### src/rtl/i2c_slave_regfile.sv
// Oversampled I2C slave with a 2^PTR_W byte register window.
// First written byte sets the register pointer, later bytes become write strobes;
// reads return host bytes from the pointer, which auto-increments and wraps.
module i2c_slave_regfile #(
  parameter logic [6:0] I2C_ADDR    = 7'h27,
  parameter int         PTR_W       = 4,
  parameter int         SYNC_STAGES = 2
) (
  input  logic             clk,
  input  logic             rst_n,
  input  logic             scl_i,
  input  logic             sda_i,
  output logic             sda_oe,
  output logic             wr_valid,
  output logic [PTR_W-1:0] wr_addr,
  output logic [7:0]       wr_data,
  output logic [PTR_W-1:0] rd_addr,
  input  logic [7:0]       rd_data,
  output logic             busy
);
  // Fewer than two synchroniser stages is never safe, so clamp.
  localparam int SS = (SYNC_STAGES < 2) ? 2 : SYNC_STAGES;

  typedef enum logic [3:0] {
    IDLE, ADDR, ACK_A, PTR, ACK_P, WDATA, ACK_D, RDATA, MACK
  } state_t;

  logic [SS-1:0]    scl_sync_q, scl_sync_d, sda_sync_q, sda_sync_d;
  logic             scl_prev_q, scl_prev_d, sda_prev_q, sda_prev_d;
  logic             scl_s, sda_s, scl_rise, scl_fall, start_det, stop_det;

  state_t           state_q, state_d;
  logic [2:0]       cnt_q, cnt_d;
  logic [7:0]       shift_q, shift_d;
  logic [PTR_W-1:0] ptr_q, ptr_d;
  logic             rw_q, rw_d;
  logic             busy_q, busy_d;
  logic             sda_oe_q, sda_oe_d;
  logic             wr_valid_q, wr_valid_d;
  logic [PTR_W-1:0] wr_addr_q, wr_addr_d;
  logic [7:0]       wr_data_q, wr_data_d;
  logic [7:0]       byte_in;

  // Synchroniser shift and one extra stage for edge detection.
  always_comb begin
    scl_sync_d = {scl_sync_q[SS-2:0], scl_i};
    sda_sync_d = {sda_sync_q[SS-2:0], sda_i};
    scl_prev_d = scl_sync_q[SS-1];
    sda_prev_d = sda_sync_q[SS-1];
  end

  // Synchroniser registers idle high like a released bus.
  always_ff @(posedge clk or negedge rst_n) begin
    if (!rst_n) begin
      scl_sync_q <= '1;
      sda_sync_q <= '1;
      scl_prev_q <= 1'b1;
      sda_prev_q <= 1'b1;
    end else begin
      scl_sync_q <= scl_sync_d;
      sda_sync_q <= sda_sync_d;
      scl_prev_q <= scl_prev_d;
      sda_prev_q <= sda_prev_d;
    end
  end

  assign scl_s     = scl_sync_q[SS-1];
  assign sda_s     = sda_sync_q[SS-1];
  assign scl_rise  = scl_s & ~scl_prev_q;
  assign scl_fall  = ~scl_s & scl_prev_q;
  assign start_det = scl_s & scl_prev_q & sda_prev_q & ~sda_s;
  assign stop_det  = scl_s & scl_prev_q & ~sda_prev_q & sda_s;
  assign byte_in   = {shift_q[6:0], sda_s};

  // Protocol FSM: next state, shifter, pointer and output strobes.
  always_comb begin
    state_d    = state_q;
    cnt_d      = cnt_q;
    shift_d    = shift_q;
    ptr_d      = ptr_q;
    rw_d       = rw_q;
    busy_d     = busy_q;
    sda_oe_d   = sda_oe_q;
    wr_valid_d = 1'b0;
    wr_addr_d  = wr_addr_q;
    wr_data_d  = wr_data_q;
    // A write strobe bumps the pointer one clock after it is issued.
    if (wr_valid_q) ptr_d = ptr_q + PTR_W'(1);

    if (start_det) begin
      state_d  = ADDR;
      cnt_d    = 3'd0;
      sda_oe_d = 1'b0;
    end else if (stop_det) begin
      state_d  = IDLE;
      cnt_d    = 3'd0;
      sda_oe_d = 1'b0;
      busy_d   = 1'b0;
    end else begin
      case (state_q)
        ADDR, PTR, WDATA: begin
          if (scl_rise) begin
            shift_d = byte_in;
            cnt_d   = cnt_q + 3'd1;
            if (cnt_q == 3'd7) begin
              if (state_q == ADDR) begin
                if (byte_in[7:1] == I2C_ADDR) begin
                  rw_d    = byte_in[0];
                  busy_d  = 1'b1;
                  state_d = ACK_A;
                end else begin
                  busy_d  = 1'b0;
                  state_d = IDLE;
                end
              end else if (state_q == PTR) begin
                ptr_d   = byte_in[PTR_W-1:0];
                state_d = ACK_P;
              end else begin
                wr_valid_d = 1'b1;
                wr_addr_d  = ptr_q;
                wr_data_d  = byte_in;
                state_d    = ACK_D;
              end
            end
          end
        end
        ACK_A, ACK_P, ACK_D: begin
          // First fall pulls SDA low, second fall ends the ACK slot.
          if (scl_fall) begin
            if (!sda_oe_q) begin
              sda_oe_d = 1'b1;
            end else begin
              sda_oe_d = 1'b0;
              cnt_d    = 3'd0;
              if (state_q == ACK_A && rw_q) begin
                shift_d  = rd_data;
                sda_oe_d = ~rd_data[7];
                state_d  = RDATA;
              end else if (state_q == ACK_A) begin
                state_d = PTR;
              end else begin
                state_d = WDATA;
              end
            end
          end
        end
        RDATA: begin
          if (scl_fall) begin
            if (cnt_q == 3'd7) begin
              sda_oe_d = 1'b0;
              ptr_d    = ptr_q + PTR_W'(1);
              cnt_d    = 3'd0;
              state_d  = MACK;
            end else begin
              shift_d  = {shift_q[6:0], 1'b0};
              sda_oe_d = ~shift_q[6];
              cnt_d    = cnt_q + 3'd1;
            end
          end
        end
        MACK: begin
          // cnt_q==1 marks that the master ACKed on this SCL high.
          if (scl_rise) begin
            if (sda_s) begin
              busy_d  = 1'b0;
              state_d = IDLE;
            end else begin
              cnt_d = 3'd1;
            end
          end else if (scl_fall && cnt_q == 3'd1) begin
            shift_d  = rd_data;
            sda_oe_d = ~rd_data[7];
            cnt_d    = 3'd0;
            state_d  = RDATA;
          end
        end
        default: ;
      endcase
    end
  end

  // Protocol state registers.
  always_ff @(posedge clk or negedge rst_n) begin
    if (!rst_n) begin
      state_q    <= IDLE;
      cnt_q      <= 3'd0;
      shift_q    <= 8'd0;
      ptr_q      <= '0;
      rw_q       <= 1'b0;
      busy_q     <= 1'b0;
      sda_oe_q   <= 1'b0;
      wr_valid_q <= 1'b0;
      wr_addr_q  <= '0;
      wr_data_q  <= 8'd0;
    end else begin
      state_q    <= state_d;
      cnt_q      <= cnt_d;
      shift_q    <= shift_d;
      ptr_q      <= ptr_d;
      rw_q       <= rw_d;
      busy_q     <= busy_d;
      sda_oe_q   <= sda_oe_d;
      wr_valid_q <= wr_valid_d;
      wr_addr_q  <= wr_addr_d;
      wr_data_q  <= wr_data_d;
    end
  end

  assign sda_oe   = sda_oe_q;
  assign wr_valid = wr_valid_q;
  assign wr_addr  = wr_addr_q;
  assign wr_data  = wr_data_q;
  assign rd_addr  = ptr_q;
  assign busy     = busy_q;
endmodule

### config.mk
export PLATFORM = sky130hd
export DESIGN_NAME = i2c_slave_regfile
export DESIGN_NICKNAME = d
export VERILOG_FILES = /design/src/rtl/i2c_slave_regfile.sv
export SDC_FILE = /design/constraint.sdc
export NUM_CORES = 1
export LEC_CHECK = 0
export ABC_AREA = 1
export ABC_CLOCK_PERIOD_IN_PS = 1680
export BUFFER_PORTS_ARGS = -buffer_cell sky130_fd_sc_hd__buf_2
export CAP_MARGIN = 20
export CORE_MARGIN = 3
export CORE_UTILIZATION = 35
export DETAILED_ROUTE_END_ITERATION = 10
export PLACE_DENSITY_LB_ADDON = 0.3
export SLEW_MARGIN = 20
export SYNTH_ARGS = -nofsm -noshare
export SYNTH_HDL_FRONTEND = slang
export SYNTH_SLANG_ARGS = --single-unit
export TNS_END_PERCENT = 30
### constraint.sdc
create_clock -name clk -period 1.68 [get_ports clk]
set_clock_uncertainty 0.15 [all_clocks]
set_input_delay 0.42 -clock clk [delete_from_list [all_inputs] [get_ports clk]]
set_output_delay 0.42 -clock clk [all_outputs]
set_load 0.03 [all_outputs]
* Word level (Yosys, flattened, before mapping)
Index checks and enable logic that the tools add are counted.
** Operators by class
- $add $sub $neg :: 2
- Equality and inequality tests :: 35
- Muxes and demuxes :: 72
- Bitwise operators :: 17
- Reduce and logical (&&, ||, !) cells :: 15
** Operators with widths (count)
- two-way mux 4 bit :: 21
- two-way mux 7 bit :: 8
- two-way mux 3 bit :: 12
- != test 4 bit (second input constant) :: 8
- case mux 7 bit (4 select lines) :: 1
- AND reduction 7 bit :: 4
- two-way mux 1 bit :: 23
- == test 4 x 3 -> 1 bit (second input constant) :: 4
- != test 2 bit (second input constant) :: 8
- case mux 4 bit (4 select lines) :: 1
- != test 3 bit (second input constant) :: 5
- != test 5 bit (second input constant) :: 3
- case mux 3 bit (4 select lines) :: 1
- AND reduction 11 bit :: 1
- NOT 1 bit :: 10
- AND reduction 9 bit :: 1
- == test 4 x 2 -> 1 bit (second input constant) :: 2
- case mux 4 bit (2 select lines) :: 1
- AND 1 bit :: 7
- == test 7 x 6 -> 1 bit (second input constant) :: 1
- nonzero test 6 bit :: 1
- OR reduction 3 bit :: 2
- AND reduction 5 bit :: 1
- nonzero test 5 bit :: 1
- 12 further kinds :: 14
** Storage, ports and cells
- Bits in registers :: 40
- Bits of input ports :: 12
- Output and inout port bits :: 19
- Logic and storage cells :: 155

* Logic depth before layout (Yosys ltp)
- Word-level depth :: 9
- Depth in mapped cells :: 13
- Mapped depth without buffers :: 13

* Worst setup path before layout
OpenSTA, ideal clock, no wires.
- Kind :: reg2reg
- Start point :: reg cnt_q[0]
- End point :: reg wr_addr_q[3], in the netlist wr_addr[3]
- Data arrival time :: 1.495 ns
- Required time :: 1.410 ns
- Setup slack :: -0.084 ns
- Cell stages (with the launch flop) :: 11
- Buffers on the path :: 1
- Clock period less this slack :: 1.764 ns
- Cells stage by stage :: dfrtp_1 ha_1 ha_1 inv_1 nor2_1 inv_1 nor3_4 inv_2 buf_6 nand2_1 o21ai_2
** On the way
- Cells in the longest elaborated chain, start to end :: 2
** RTL lines
- start: declaration :: RTL line 33 : logic [2:0] cnt_q, cnt_d;
- start signal: assignment :: RTL line 197 : cnt_q <= cnt_d;
- == test 3 bit :: RTL line 105 : if (cnt_q == 3'd7) begin
- AND reduction 7 bit (no source line)
- end signal: assignment :: RTL line 204 : wr_addr_q <= wr_addr_d;
- end: declaration :: RTL line 40 : logic [PTR_W-1:0] wr_addr_q, wr_addr_d;
Every way passes these cells.
A chain may end at the register's enable or synchronous reset.

* Final worst setup path
- Start point :: reg scl_sync_q[1]
- End point :: reg state_q[3]
** On the way
- Cells in the longest elaborated chain, start to end :: 5
- Elaborated cells between the ends (all ways) :: 23
** RTL lines
- start: declaration :: RTL line 28 : logic [SS-1:0] scl_sync_q, scl_sync_d, sda_sync_q, sda_sync_d;
- start signal: assignment :: RTL line 60 : scl_sync_q <= scl_sync_d;
- AND 1 bit (tied with other cells) :: RTL line 71, 72
- AND 1 bit (tied with other cells) (2 in series) :: RTL line 71 : assign start_det = scl_s & scl_prev_q & sda_prev_q & ~sda_s;
- != test 5 bit (no source line) (tied with other cells)
- AND reduction 9 bit (no source line) or two-way mux 4 bit (tied branches)
- end signal: assignment :: RTL line 196 : state_q <= state_d;
- end: declaration :: RTL line 32 : state_t state_q, state_d;
Several ways; a longest one is shown, not always the timed one.

==> results.json <==
{
  "drive_gt1_share_pct": 48.1,
  "synth.net_count": 337,
  "finalSetupViolCount": 27,
  "drt-total-wl_mm": 6.53,
  "ys_warn_count": 0,
  "design_area_um2": 3460,
  "via_per_inst": 4.88,
  "grt_pass1_vias": 2330,
  "ys_seq_elements": 40,
  "io-pin-count": 31,
  "cts_max_level": 2,
  "yosys-top-cells-area": "dfrtp_1 36%, nand2_1 17%, dfstp_2 6.7%",
  "drc": 0,
  "vias": 2405,
  "grt_pass1_wl_mm": 10.9,
  "gp_congestion": 1.02,
  "yosysTopAreaCell": "dfrtp_1",
  "syn_area_um2": 2360,
  "tightest_slew_ns": 0.359,
  "area_growth_pct": 46.4,
  "violations": "setup timing",
  "fin_ws_ns": -0.0695,
  "min_period_over_period_pct": 104,
  "grt_max_degree": 27,
  "cts_sinks": 40,
  "hold_path.class": "in2reg",
  "grtUsageTotal_pct": 18.1,
  "filler_cell_count": 609,
  "place_area_um2": 3020,
  "numCtsBuffers": 5,
  "post_drt_wl_per_cell_um": 13.2,
  "grt-ovfl-total": 0,
  "die_y_um": 88.2,
  "p_per_area_nw_per_um2": 1580,
  "synth_top_cell_area_share_pct": 36.0,
  "setup_tns_ns": -0.948,
  "start_kind": "register",
  "maxSlewHeadroom_pct": 76.1,
  "row_count": 29,
  "clk_latency_ns": 0.30,
  "cts-root-buf": "clkbuf_8",
  "ys_seq_area_share_pct": 42.7,
  "crit_required_ns": 1.72,
  "path_class": "reg2reg",
  "cap_violations": 0,
  "antenna_left": 0,
  "clkTransAtPathRegs_ns": 0.08,
  "grtUsageMet1_pct": 23.8,
  "grt_use_met3_pct": 3.39,
  "synth_area_per_cell_um2": 7.36,
  "outcome": "complete, but fails checks",
  "period_needed_ns": 1.75,
  "use_met2_pct": 29.3,
  "drt-pass1-iter-count": 5,
  "fin_nets": 431,
  "port_buffers": 30,
  "hpwl_mm": 4.79,
  "report.final.slew_viol_count": 0,
  "hold_viol": 0,
  "rsz0062_at_grt": "true",
  "drt_iter0_drc": 131,
  "start_util_pct": 36.6,
  "antenna_cells": 0,
  "worst_setup_path_end_kind": "register",
  "crit_fanout": 5,
  "ir_drop_mv": 0.919,
  "tritoncts": "done",
  "arrival_ns": 1.79,
  "netlist_instances": 321,
  "dieArea_um2": 7770,
  "power_leakage_uw": 0.00183,
  "antenna_found_initial": 0,
  "yosys.cell_types.count": 26,
  "fp.coreArea_um2": 6460,
  "fmaxAchievable_mhz": 572,
  "clockBufferDepth": 2,
  "die_w_um": 88.2,
  "busiest_layer": "met2"
}
-- worst max-delay path, stage by stage (launching register included) --
cell     delay [ns]
dfstp_2        0.59
nand2_2        0.08
inv_4          0.08
nand2_4        0.07
buf_6          0.11
nand4_1        0.11
nand2_2        0.08
nor2_4         0.17
nand2_4        0.09
nand2_1        0.06
nand2_1        0.05
-- cells in the final DEF (no fill, tap or decap), drive strengths merged, types with 3 or more instances in the layout --
master | synthesis | layout
nor2 | 32 | 32
o21ai | 33 | 33
a21oi | 7 | 7
inv | 40 | 40
dfstp | 6 | 6
nand4 | 3 | 3
buf | 3 | 89
ha | 4 | 4
nand2 | 115 | 115
nand3 | 30 | 30
clkbuf | 0 | 6
o211ai | 4 | 4
nor3 | 5 | 5
dfrtp | 34 | 34
-- synth_stat cells (all sizes together) --
library cell and instances:
dfrtp 34, dfstp 6, clkinv 1, xor2 1
nor3 5, xnor2 2, a21oi 7, buf 3
nand3 30, o211ai 4, ha 4, nand4 3
nor2 32, nand2 115, or2 1, o21ai 33
inv 40
-- power breakdown --
part	switching, uW	total, uW	internal [uW]
Clock	370	857	486
Sequential	201	1370	1170
Combinational	1920	3250	1330
-- through the flow --
step	hold slack [ns]	std cells	setup slack (ns)	util, %	total power (uW)
after floorplan	-0.0256	321	0.00199	-	3040
after global routing	0.0573	493	-0.175	53.6	5990
after CTS	0.0549	490	-0.0419	50.7	5230
final	0.0653	493	-0.0695	53.6	5480
after detailed placement	0.199	477	-0.160	46.7	4120
after global placement	0.196	477	-0.126	46.7	4080
-- timing repair --
action	CTS	global route
pin swaps	9	20
setup endpoints to repair	33	33
hold buffers	1	0
hold endpoints to repair	8	0
setup buffers	4	3
cloned	0	0
gates resized for setup	32	55
-- kinds of logic (layout without fill, tap and decap cells) --
family	Yosys count	count (layout)	synth area share, %
simple gates	186	186	35.0
flops	40	40	42.7
buf+inv	44	139	7.73
compound gates	44	44	11.3
fa+ha+maj	4	4	2.12
xor+xnor	3	3	1.11
-- routing by layer --
metal | part of all wire (%) | up-vias
li1 | - | 1218
met1 | 45 | 1104
met2 | 48 | 64
met3 | 4.6 | 19
met4 | 3.0 | 0
met5 | 0 | -
-- registers in the layout, indices dropped and copies added, names as in the netlist --
register / count
busy: 1
sda_oe: 1
scl_sync_q: 2
sda_sync_q: 2
state_q: 4
wr_addr: 4
rd_addr: 4
scl_prev_q: 1
wr_valid: 1
wr_data: 8
sda_prev_q: 1
shift_q: 7
cnt_q: 3
rw_q: 1
-- cell type report --
type / count / area, um2 / share of cell area, %
Clock buffer: 6 / 82.6 / 2.39
Clock inverter: 2 / 38.8 / 1.12
Multi-Input combinational cell: 237 / 1400 / 40.5
Timing Repair Buffer: 90 / 659 / 19.1
Inverter: 41 / 168 / 4.85
Tap cell: 77 / 96.3 / 2.78
Sequential cell: 40 / 1010 / 29.3
-- worst paths after layout --
kind                                  to  depth (start not counted)  slack (ns)     startpoint
setup / recovery              state_q[3]                         10       -0.07  scl_sync_q[1]
hold / removal             scl_sync_q[0]                          1        0.07          scl_i
setup reg to reg              state_q[3]                         10       -0.07  scl_sync_q[1]
hold reg to reg            scl_sync_q[1]                          0        0.21  scl_sync_q[0]
max in group asynchronous     state_q[1]                          3        0.50          rst_n
min in group asynchronous     shift_q[5]                          2        0.40          rst_n
Note: power is estimated with default switching activity, not from simulation.
